File: src/rtl/fifo_pkg.sv
// -----------------------------------------------------------------------------
// fifo_pkg
// Shared constants and helper functions for the parameterised synchronous FIFO.
//   DATA_W_DEF : default data width in bits
//   DEPTH_DEF  : default entry count
//   count_w()  : width of an occupancy counter that can hold 0..depth
//   is_pow2()  : true when depth is a power of two
// -----------------------------------------------------------------------------
package fifo_pkg;

   localparam int DATA_W_DEF = 32;
   localparam int DEPTH_DEF  = 16;

   // Occupancy ranges over 0..depth inclusive, so one bit more than the pointer.
   function automatic int count_w(input int depth);
      return $clog2(depth) + 1;
   endfunction

   function automatic bit is_pow2(input int depth);
      return (depth > 0) && ((depth & (depth - 1)) == 0);
   endfunction

endpackage

File: src/rtl/sync_fifo_mem.sv
// -----------------------------------------------------------------------------
// sync_fifo_mem
// DEPTH x DATA_W storage with one write port and one synchronous read port.
// Ports:
//   clk      : clock, rising edge
//   rst      : synchronous active-high reset, clears the read data register only
//   wr_en    : write strobe
//   wr_addr  : write address
//   wr_data  : write data
//   rd_en    : read strobe; loads rd_data from rd_addr on the same edge
//   rd_addr  : read address
//   rd_data  : registered read data, holds when rd_en is low
// A read and write to the same address on one edge returns the old contents.
// -----------------------------------------------------------------------------
module sync_fifo_mem #(
   parameter int DATA_W = 32,
   parameter int DEPTH  = 16,
   parameter int ADDR_W = $clog2(DEPTH)
)(
   input  logic              clk,
   input  logic              rst,
   input  logic              wr_en,
   input  logic [ADDR_W-1:0] wr_addr,
   input  logic [DATA_W-1:0] wr_data,
   input  logic              rd_en,
   input  logic [ADDR_W-1:0] rd_addr,
   output logic [DATA_W-1:0] rd_data
);

   logic [DATA_W-1:0] mem [DEPTH];
   logic [DATA_W-1:0] rd_data_reg;

   // Array contents are never reset so the storage maps onto block RAM.
   always_ff @(posedge clk) begin
      if (wr_en) begin
         mem[wr_addr] <= wr_data;
      end
   end

   // Output register with synchronous reset, matching the RAM output latch.
   always_ff @(posedge clk) begin
      if (rst) begin
         rd_data_reg <= '0;
      end else if (rd_en) begin
         rd_data_reg <= mem[rd_addr];
      end
   end

   assign rd_data = rd_data_reg;

endmodule

File: src/rtl/sync_fifo_param.sv
// -----------------------------------------------------------------------------
// sync_fifo_param
// Parameterised single-clock FIFO with occupancy count and status flags.
// Ports:
//   clk          : clock, rising edge
//   rst          : synchronous active-high reset (priority over push/pop)
//   push         : write request, data_in sampled with it
//   pop          : read request
//   data_in      : write data
//   data_out     : registered read data, valid the cycle after an accepted pop
//   empty        : count == 0
//   full         : count == DEPTH
//   almost_full  : count >= AF_LEVEL
//   almost_empty : count <= AE_LEVEL
//   count        : current occupancy
//   overflow     : one-cycle pulse after a rejected push
//   underflow    : one-cycle pulse after a rejected pop
// -----------------------------------------------------------------------------
module sync_fifo_param
   import fifo_pkg::*;
#(
   parameter int DATA_W   = DATA_W_DEF,
   parameter int DEPTH    = DEPTH_DEF,
   parameter int AF_LEVEL = DEPTH - 2,
   parameter int AE_LEVEL = 2
)(
   input  logic                      clk,
   input  logic                      rst,
   input  logic                      push,
   input  logic                      pop,
   input  logic [DATA_W-1:0]         data_in,
   output logic [DATA_W-1:0]         data_out,
   output logic                      empty,
   output logic                      full,
   output logic                      almost_full,
   output logic                      almost_empty,
   output logic [count_w(DEPTH)-1:0] count,
   output logic                      overflow,
   output logic                      underflow
);

   localparam int PTR_W = $clog2(DEPTH);
   localparam int CNT_W = count_w(DEPTH);

   // Elaboration-time parameter sanity checks.
   if ((DEPTH < 2) || !is_pow2(DEPTH)) begin : g_bad_depth
      $error("sync_fifo_param: DEPTH must be a power of two, 2 or greater");
   end
   if (AE_LEVEL >= AF_LEVEL) begin : g_bad_levels
      $error("sync_fifo_param: AE_LEVEL must be below AF_LEVEL");
   end

   logic [PTR_W-1:0] wr_ptr_reg, wr_ptr_next;
   logic [PTR_W-1:0] rd_ptr_reg, rd_ptr_next;
   logic [CNT_W-1:0] count_reg, count_next;
   logic             overflow_reg, overflow_next;
   logic             underflow_reg, underflow_next;
   logic             push_ok;
   logic             pop_ok;

   // Flags depend on the registered count only: no input-to-output path.
   assign empty        = (count_reg == '0);
   assign full         = (count_reg == CNT_W'(DEPTH));
   assign almost_full  = (count_reg >= CNT_W'(AF_LEVEL));
   assign almost_empty = (count_reg <= CNT_W'(AE_LEVEL));
   assign count        = count_reg;
   assign overflow     = overflow_reg;
   assign underflow    = underflow_reg;

   // A pop frees a slot on the same edge, so a full FIFO still takes a push
   // when a pop is accepted alongside it.
   always_comb begin
      pop_ok         = pop && !empty;
      push_ok        = push && (!full || pop_ok);
      wr_ptr_next    = wr_ptr_reg;
      rd_ptr_next    = rd_ptr_reg;
      count_next     = count_reg;
      overflow_next  = push && !push_ok;
      underflow_next = pop && !pop_ok;

      if (push_ok) begin
         wr_ptr_next = wr_ptr_reg + PTR_W'(1);
      end
      if (pop_ok) begin
         rd_ptr_next = rd_ptr_reg + PTR_W'(1);
      end
      if (push_ok && !pop_ok) begin
         count_next = count_reg + CNT_W'(1);
      end else if (pop_ok && !push_ok) begin
         count_next = count_reg - CNT_W'(1);
      end
   end

   always_ff @(posedge clk) begin
      if (rst) begin
         wr_ptr_reg    <= '0;
         rd_ptr_reg    <= '0;
         count_reg     <= '0;
         overflow_reg  <= 1'b0;
         underflow_reg <= 1'b0;
      end else begin
         wr_ptr_reg    <= wr_ptr_next;
         rd_ptr_reg    <= rd_ptr_next;
         count_reg     <= count_next;
         overflow_reg  <= overflow_next;
         underflow_reg <= underflow_next;
      end
   end

   // When full, wr_ptr equals rd_ptr; the RAM returns the old word, so a
   // simultaneous push/pop yields the oldest entry.
   sync_fifo_mem #(
      .DATA_W (DATA_W),
      .DEPTH  (DEPTH),
      .ADDR_W (PTR_W)
   ) u_mem (
      .clk     (clk),
      .rst     (rst),
      .wr_en   (push_ok && !rst),
      .wr_addr (wr_ptr_reg),
      .wr_data (data_in),
      .rd_en   (pop_ok && !rst),
      .rd_addr (rd_ptr_reg),
      .rd_data (data_out)
   );

endmodule

File: config.mk
export PLATFORM = sky130hd
export DESIGN_NAME = sync_fifo_param
export DESIGN_NICKNAME = d
export VERILOG_FILES = /design/src/rtl/fifo_pkg.sv /design/src/rtl/sync_fifo_mem.sv /design/src/rtl/sync_fifo_param.sv
export SDC_FILE = /design/constraint.sdc
export NUM_CORES = 1
export LEC_CHECK = 0
export CAP_MARGIN = 40
export CORE_MARGIN = 1.5
export CORE_UTILIZATION = 35
export DETAILED_ROUTE_END_ITERATION = 7
export HOLD_SLACK_MARGIN = 0.12
export PLACE_DENSITY = 0.55
export SETUP_SLACK_MARGIN = 0.2
export SLEW_MARGIN = 25
export SYNTH_ARGS = -nofsm -noshare
export SYNTH_HDL_FRONTEND = slang
export SYNTH_SLANG_ARGS = --single-unit
File: constraint.sdc
create_clock -name clk -period 3.9 [get_ports clk]
set_input_delay 0.78 -clock clk [delete_from_list [all_inputs] [get_ports clk]]
set_output_delay 0.78 -clock clk [all_outputs]
set_load 0.01 [all_outputs]
==> results.toml, run 1 <==
[timing]
finalSetupTns_ns = 0
setup_viol = 0
finClkSkew_ns = 0.02412
worst_pin_slew_ns = 0.8661
rsz0062_at_grt = "no"
hold_ws_ns = 0.4902
clock.fmax_mhz = 318.2
fin_crit_ns = 3.142
relSlewSlack = 0.4226
hold_viol_final = 0
slew_violations = 0
finalCritPeriodShare = 0.8058

[global_route]
grt_overflow = 0
grt_pass1_wl_um = 69060
grt.total_usage = 0.1497
grt_max_degree = 63
antenna_found_initial = 1
grt_pass1_vias = 10550

[clock_network]
cts_setup_buffers = 0
cts_resized = 0
clockRootBuffer = "clkbuf_16"
numCtsBuffers = 57
clk_path_buf_depth = 3
hold_buffers = 0
htree_num_levels = 2
cts_num_sinks = 559
clkTransAtPathRegs_ns = 0.06
cts_tree = "built"
worstSkewPairLatency_ns = 0.60

[synth]
synth_top_cell_by_area = "edfxtp_1"
synth_top_area_share = 0.7238
syn-instance-count = 966
synth_edf_count = 512
avgSynthCellArea_um2 = 21.99
async_reset_ff_frac = 0
yosysSeqAreaShare = 0.7681
ys.flop_type = "edfxtp_1"
yosys.cell_types.count = 36
syn-cell-area_um2 = 21240
synth_fp_nets = 1012
ys_top_cells_by_area = "edfxtp_1 72%, mux4_2 14%, dfxtp_1 4.4%, mux2_2 1.7%, mux2i_1 1.7%"
yosys_warnings = 0
synth_seq_cells = 559

[critical_path]
slowest_delay_ns = 0.66
path_class = "flip-flop to flip-flop"
crit_path_max_fanout = 12
required_ns = 4.39
slowest_stage = "or4_4"
cp_num_buf_inv = 2
crit_chain = "or4_4, o21ai_1, inv_1, ha_1, inv_1, ha_1, a21o_1, a21oi_1, mux2i_1, mux2_2"
crit_family = "simple AND/OR/NAND/NOR gates"
critPathCaptureType = "flip-flop"
worstSetupStartpointType = "flip-flop"
cp.arrival_ns = 3.64

[power]
p_switching_w = 0.003638
seqPwrFrac = 0.467
peakVddDrop_v = 0.0003327
power.internal_w = 0.01148
switching_share = 0.2407
power_density_nw_per_um2 = 599.7
power_leakage_nw = 7.744
pwr-share-clk = 0.359
combPwrFrac = 0.174

[run]
maxCapViolCount = 0

[layout]
num-nets-final = 1134
syn_to_final_growth_pct = 18.66
fin_util = 0.4192
largest_reg_flops = 512
layout_common_cells = "512 x edfxtp_1, 128 x mux4_2, 78 x clkdlybuf4s50_1"
drive_above_1_share = 0.2654
diodes = 0
mostFrequentLayoutCell = "edfxtp_1"

[placement]
port-buffer-count = 78
finalWeightedCongestion = 0.7185
hpwl_um = 23610

[drt]
viasPerCell = 5.098
drtIter0Drc = 690
wire_per_inst_um = 23.94
postRouteAntennaNets = 0
routed-via-count = 9768
routed_wl_um = 45870
detail_route.first_pass.iterations = 4
drcViolationCount = 0

[floorplanning]
start_util = 0.3533
die_y_um = 249.4
pin_count = 79
core_um2 = 60130
num_rows = 90
dieArea_um2 = 62180
die_width_um = 249.4

[run_status]
status = "complete, no violations"

[worst_hold_path]
hold_class = "flip-flop to flip-flop"
-- cell families after synthesis --
kind of cell	Yosys count	share of synthesized area
fa+ha+maj	10	0.006244
xor+xnor	9	0.003711
simple gates	86	0.01732
flops	559	0.7681
buf+inv	58	0.01378
compound gates	47	0.02073
mux	197	0.1702
-- per-stage QoR --
step | total power [W] | worst slack (ns) | std cells | cell area (um2)
floorplan | 0.008992 | 0.6629 | 966 | 21260
global placement | 0.009875 | 0.4080 | 1811 | 23340
detailed placement | 0.009896 | 0.3885 | 1811 | 23340
CTS | 0.01536 | 0.7436 | 1916 | 25210
global route | 0.01575 | 0.5340 | 1916 | 25210
finish | 0.01512 | 0.7575 | 1916 | 25210
-- cells in the mapped netlist (all sizes together) (6+ instances only) --
cell    number
a221o       32
buf         34
clkbuf      19
dfxtp       47
edfxtp     512
ha           9
mux2        33
mux2i       36
mux4       128
nand2        6
nor2        63
xor2         7
-- worst paths after layout --
kind / start / depth (start not counted) / endpoint / slack, ns
max: count[0]$_SDFFE_PP0P_ / 10 / count[4]$_SDFFE_PP0P_ / 0.76
min: u_mem.rd_data[22]$_SDFFE_PP0P_ / 1 / u_mem.rd_data[22]$_SDFFE_PP0P_ / 0.49
max reg2reg: count[0]$_SDFFE_PP0P_ / 10 / count[4]$_SDFFE_PP0P_ / 0.76
min reg2reg: u_mem.rd_data[22]$_SDFFE_PP0P_ / 1 / u_mem.rd_data[22]$_SDFFE_PP0P_ / 0.49
-- power by group through the flow --
stage                     registers, W  logic [W]  clock network (W)
after floorplan                0.00703    0.00197                  0
final                          0.00706    0.00263            0.00543
after CTS                      0.00708    0.00270            0.00559
after detailed placement       0.00720    0.00269                  0
after global placement         0.00720    0.00267                  0
after global routing           0.00710    0.00285            0.00580
-- worst reg2reg max path, cell delays in order (launching register included) --
cell and delay (ns):
dfxtp_1 0.38, or4_4 0.66, o21ai_1 0.31, inv_1 0.10, ha_1 0.23, inv_1 0.15, ha_1 0.29, a21o_1 0.17
a21oi_1 0.18, mux2i_1 0.22, mux2_2 0.34
-- area by class of cell --
class	instances	area, um2
clock inverter	24	275.3
timing repair buffer	116	1229
tap	782	978.4
clock buffer	81	1588
multi-input combinational	349	4791
sequential	559	16330
inverter	5	18.77
fill	5285	34930
-- metal layers --
| layer | global-route usage | wire length, um | vias to the layer above |
|---|---|---|---|
| met4 | 0.04077 | 842 | 2 |
| met3 | 0.02393 | 1705 | 66 |
| met1 | 0.1962 | 19820 | 5259 |
| met5 | 0 | 9 | - |
| met2 | 0.2584 | 23500 | 164 |
| li1 | - | - | 4277 |
(Power assumes the default switching activity.)
==> run 2, diff against run 1 <==
--- a/config.mk
+++ b/config.mk
@@ -10,7 +10,7 @@
 export CORE_UTILIZATION = 35
 export DETAILED_ROUTE_END_ITERATION = 7
 export HOLD_SLACK_MARGIN = 0.12
-export PLACE_DENSITY = 0.55
+export PLACE_DENSITY = 0.54
 export SETUP_SLACK_MARGIN = 0.2
 export SLEW_MARGIN = 25
 export SYNTH_ARGS = -nofsm -noshare
==> constraint.sdc (replaced) <==
create_clock -name clk -period 3.2 [get_ports clk]
set_input_delay 0.64 -clock clk [delete_from_list [all_inputs] [get_ports clk]]
set_output_delay 0.64 -clock clk [all_outputs]
set_load 0.01 [all_outputs]
==> results.toml, run 2 (synthesis gave the netlist of run 1 again) <==
[layout]
layout_common_cells = "512 x edfxtp_1, 128 x mux4_2, 78 x clkdlybuf4s50_1"
diodes = 0
fillers = 5265
fin_area_um2 = 25450
largest_reg_flops = 512
regArea_um2 = 16330
mostFrequentLayoutCell = "edfxtp_1"
multi_input_area_um2 = 4798
num-nets-final = 1144
instances_no_fill = 1930
drive_above_1_share = 0.2779
syn_to_final_growth_pct = 19.79

[floorplanning]
core_um2 = 60130
die_y_um = 249.4
pin_count = 79
dieArea_um2 = 62180
start_util = 0.3533
num_rows = 90
die_width_um = 249.4

[timing]
finalCritPeriodShare = 0.9075
setup_viol = 0
worst_pin_slew_ns = 0.6773
slew_violations = 0
relSlewSlack = 0.5471
finClkSkew_ns = 0.02580
clock.fmax_mhz = 344.3
fin_crit_ns = 2.904
hold_viol_final = 0
finalSetupTns_ns = 0
rsz0062_at_grt = "no"

[clock_network]
clk_path_buf_depth = 3
numCtsBuffers = 58
clkTransAtPathRegs_ns = 0.06
htree_num_levels = 2
clockRootBuffer = "clkbuf_16"
worstSkewPairLatency_ns = 0.61
cts_num_sinks = 559
cts_tree = "built"
hold_buffers = 0

[critical_path]
crit_chain = "or4_4, nor2_1, clkdlybuf4s50_1"
slowest_stage = "or4_4"
path_class = "flip-flop to primary output"
r2r_end = "count[4]$_SDFFE_PP0P_"
cp_num_buf_inv = 1
worstSetupStartpointType = "flip-flop"
crit_path_max_fanout = 6
worstSetupEndpoint = "full"
reg2reg_depth = 9
worst-path-stages = 3
required_ns = 2.56
crit_family = "simple AND/OR/NAND/NOR gates"
cp.arrival_ns = 2.26
r2r-start = "count[3]$_SDFFE_PP0P_"
startpoint = "count[3]$_SDFFE_PP0P_"
slowest_delay_ns = 0.61
critPathCaptureType = "primary output"
reg2reg_setup_slack_ns = 0.33

[drt]
drcViolationCount = 0
viasPerCell = 5.132
postRouteAntennaNets = 0
detail_route.first_pass.iterations = 4
routed_wl_um = 46290
drtIter0Drc = 571
routed-via-count = 9904
wire_per_inst_um = 23.98

[placement]
placedInstanceArea_um2 = 23560
port-buffer-count = 78
finalWeightedCongestion = 0.6867
dp.cells = 1818
hpwl_um = 25060

[power]
peakVddDrop_v = 0.0004207
power_density_nw_per_um2 = 727.2
power_leakage_nw = 7.828

[global_route]
grt_overflow = 0
grt_pass1_wl_um = 69460
grt_max_degree = 47
grt.total_usage = 0.1503
grt_pass1_vias = 10710
antenna_found_initial = 0

[run]
maxCapViolCount = 0

[run_status]
status = "complete, no violations"

[worst_hold_path]
hold_class = "flip-flop to flip-flop"
-- run 2: final cells by class --
class                   count  share of cell area
clock buffers              78             0.06117
clock inverters            32             0.01214
inverters                   5           0.0007375
multi-input cells         349              0.1886
flip-flops and latches    559              0.6416
well taps                 782             0.03845
repair buffers            125             0.05733
-- run 2: timing repair --
action                                  4_1_cts  5_1_grt
resized for setup                             0        2
setup buffers                                 2        0
pin swaps                                     1        1
endpoints found under the setup margin        3        3
-- run 2: worst min path at each step --
stage	startpoint	endpoint	slack (ns)	cells after the start
2_1_floorplan	rd_ptr_reg[3]$_SDFFE_PP0N_	rd_ptr_reg[3]$_SDFFE_PP0N_	0.49	2
3_3_place_gp	u_mem.rd_data[15]$_SDFFE_PP0P_	u_mem.rd_data[15]$_SDFFE_PP0P_	0.47	1
3_5_place_dp	u_mem.rd_data[22]$_SDFFE_PP0P_	u_mem.rd_data[22]$_SDFFE_PP0P_	0.48	1
4_1_cts	u_mem.rd_data[22]$_SDFFE_PP0P_	u_mem.rd_data[22]$_SDFFE_PP0P_	0.49	1
5_1_grt	u_mem.rd_data[15]$_SDFFE_PP0P_	u_mem.rd_data[15]$_SDFFE_PP0P_	0.51	1
6_report	u_mem.rd_data[22]$_SDFFE_PP0P_	u_mem.rd_data[22]$_SDFFE_PP0P_	0.49	1
-- run 2: worst reg2reg max path, cell delays in order (launching register included) --
cell and delay (ns):
dfxtp_1 0.36, or4_4 0.62, o21ai_4 0.15, ha_1 0.20, inv_2 0.08, fa_1 0.41, a21o_1 0.21, a21oi_2 0.17
mux2i_1 0.21, mux2_2 0.34
-- run 2: routing by layer --
layer,share of wire,global-route usage,vias to the layer above
met4,0.015,0.03449,0
met1,0.43,0.1976,5348
met2,0.51,0.2599,192
met3,0.044,0.02665,48
met5,0,0,-
li1,-,-,4316
-- run 2: where the power goes --
| group | switching, W | internal (W) |
|---|---|---|
| Sequential | 0.000285 | 0.00823 |
| Combinational | 0.00150 | 0.00193 |
| Clock | 0.00274 | 0.00382 |
-- run 2: stage by stage --
stage	total power (W)	util	hold WS (ns)	setup WS, ns
after detailed placement	0.01216	0.3918	0.4776	0.02346
after floorplan	0.01096	-	0.4933	0.1029
after global placement	0.01214	0.3918	0.4704	0.03952
after CTS	0.01878	0.4231	0.4905	0.2512
final	0.01850	0.4232	0.4901	0.2959
after global routing	0.01930	0.4232	0.5145	0.2028
==> run 3, diff against run 2 <==
--- a/config.mk
+++ b/config.mk
@@ -8,6 +8,7 @@
 export CAP_MARGIN = 40
 export CORE_MARGIN = 1.5
 export CORE_UTILIZATION = 35
+export CTS_CLUSTER_DIAMETER = 150
 export DETAILED_ROUTE_END_ITERATION = 7
 export HOLD_SLACK_MARGIN = 0.12
 export PLACE_DENSITY = 0.54
==> results of run 3 <==
The final DEF is identical to that of run 2; final timing and power are the same.
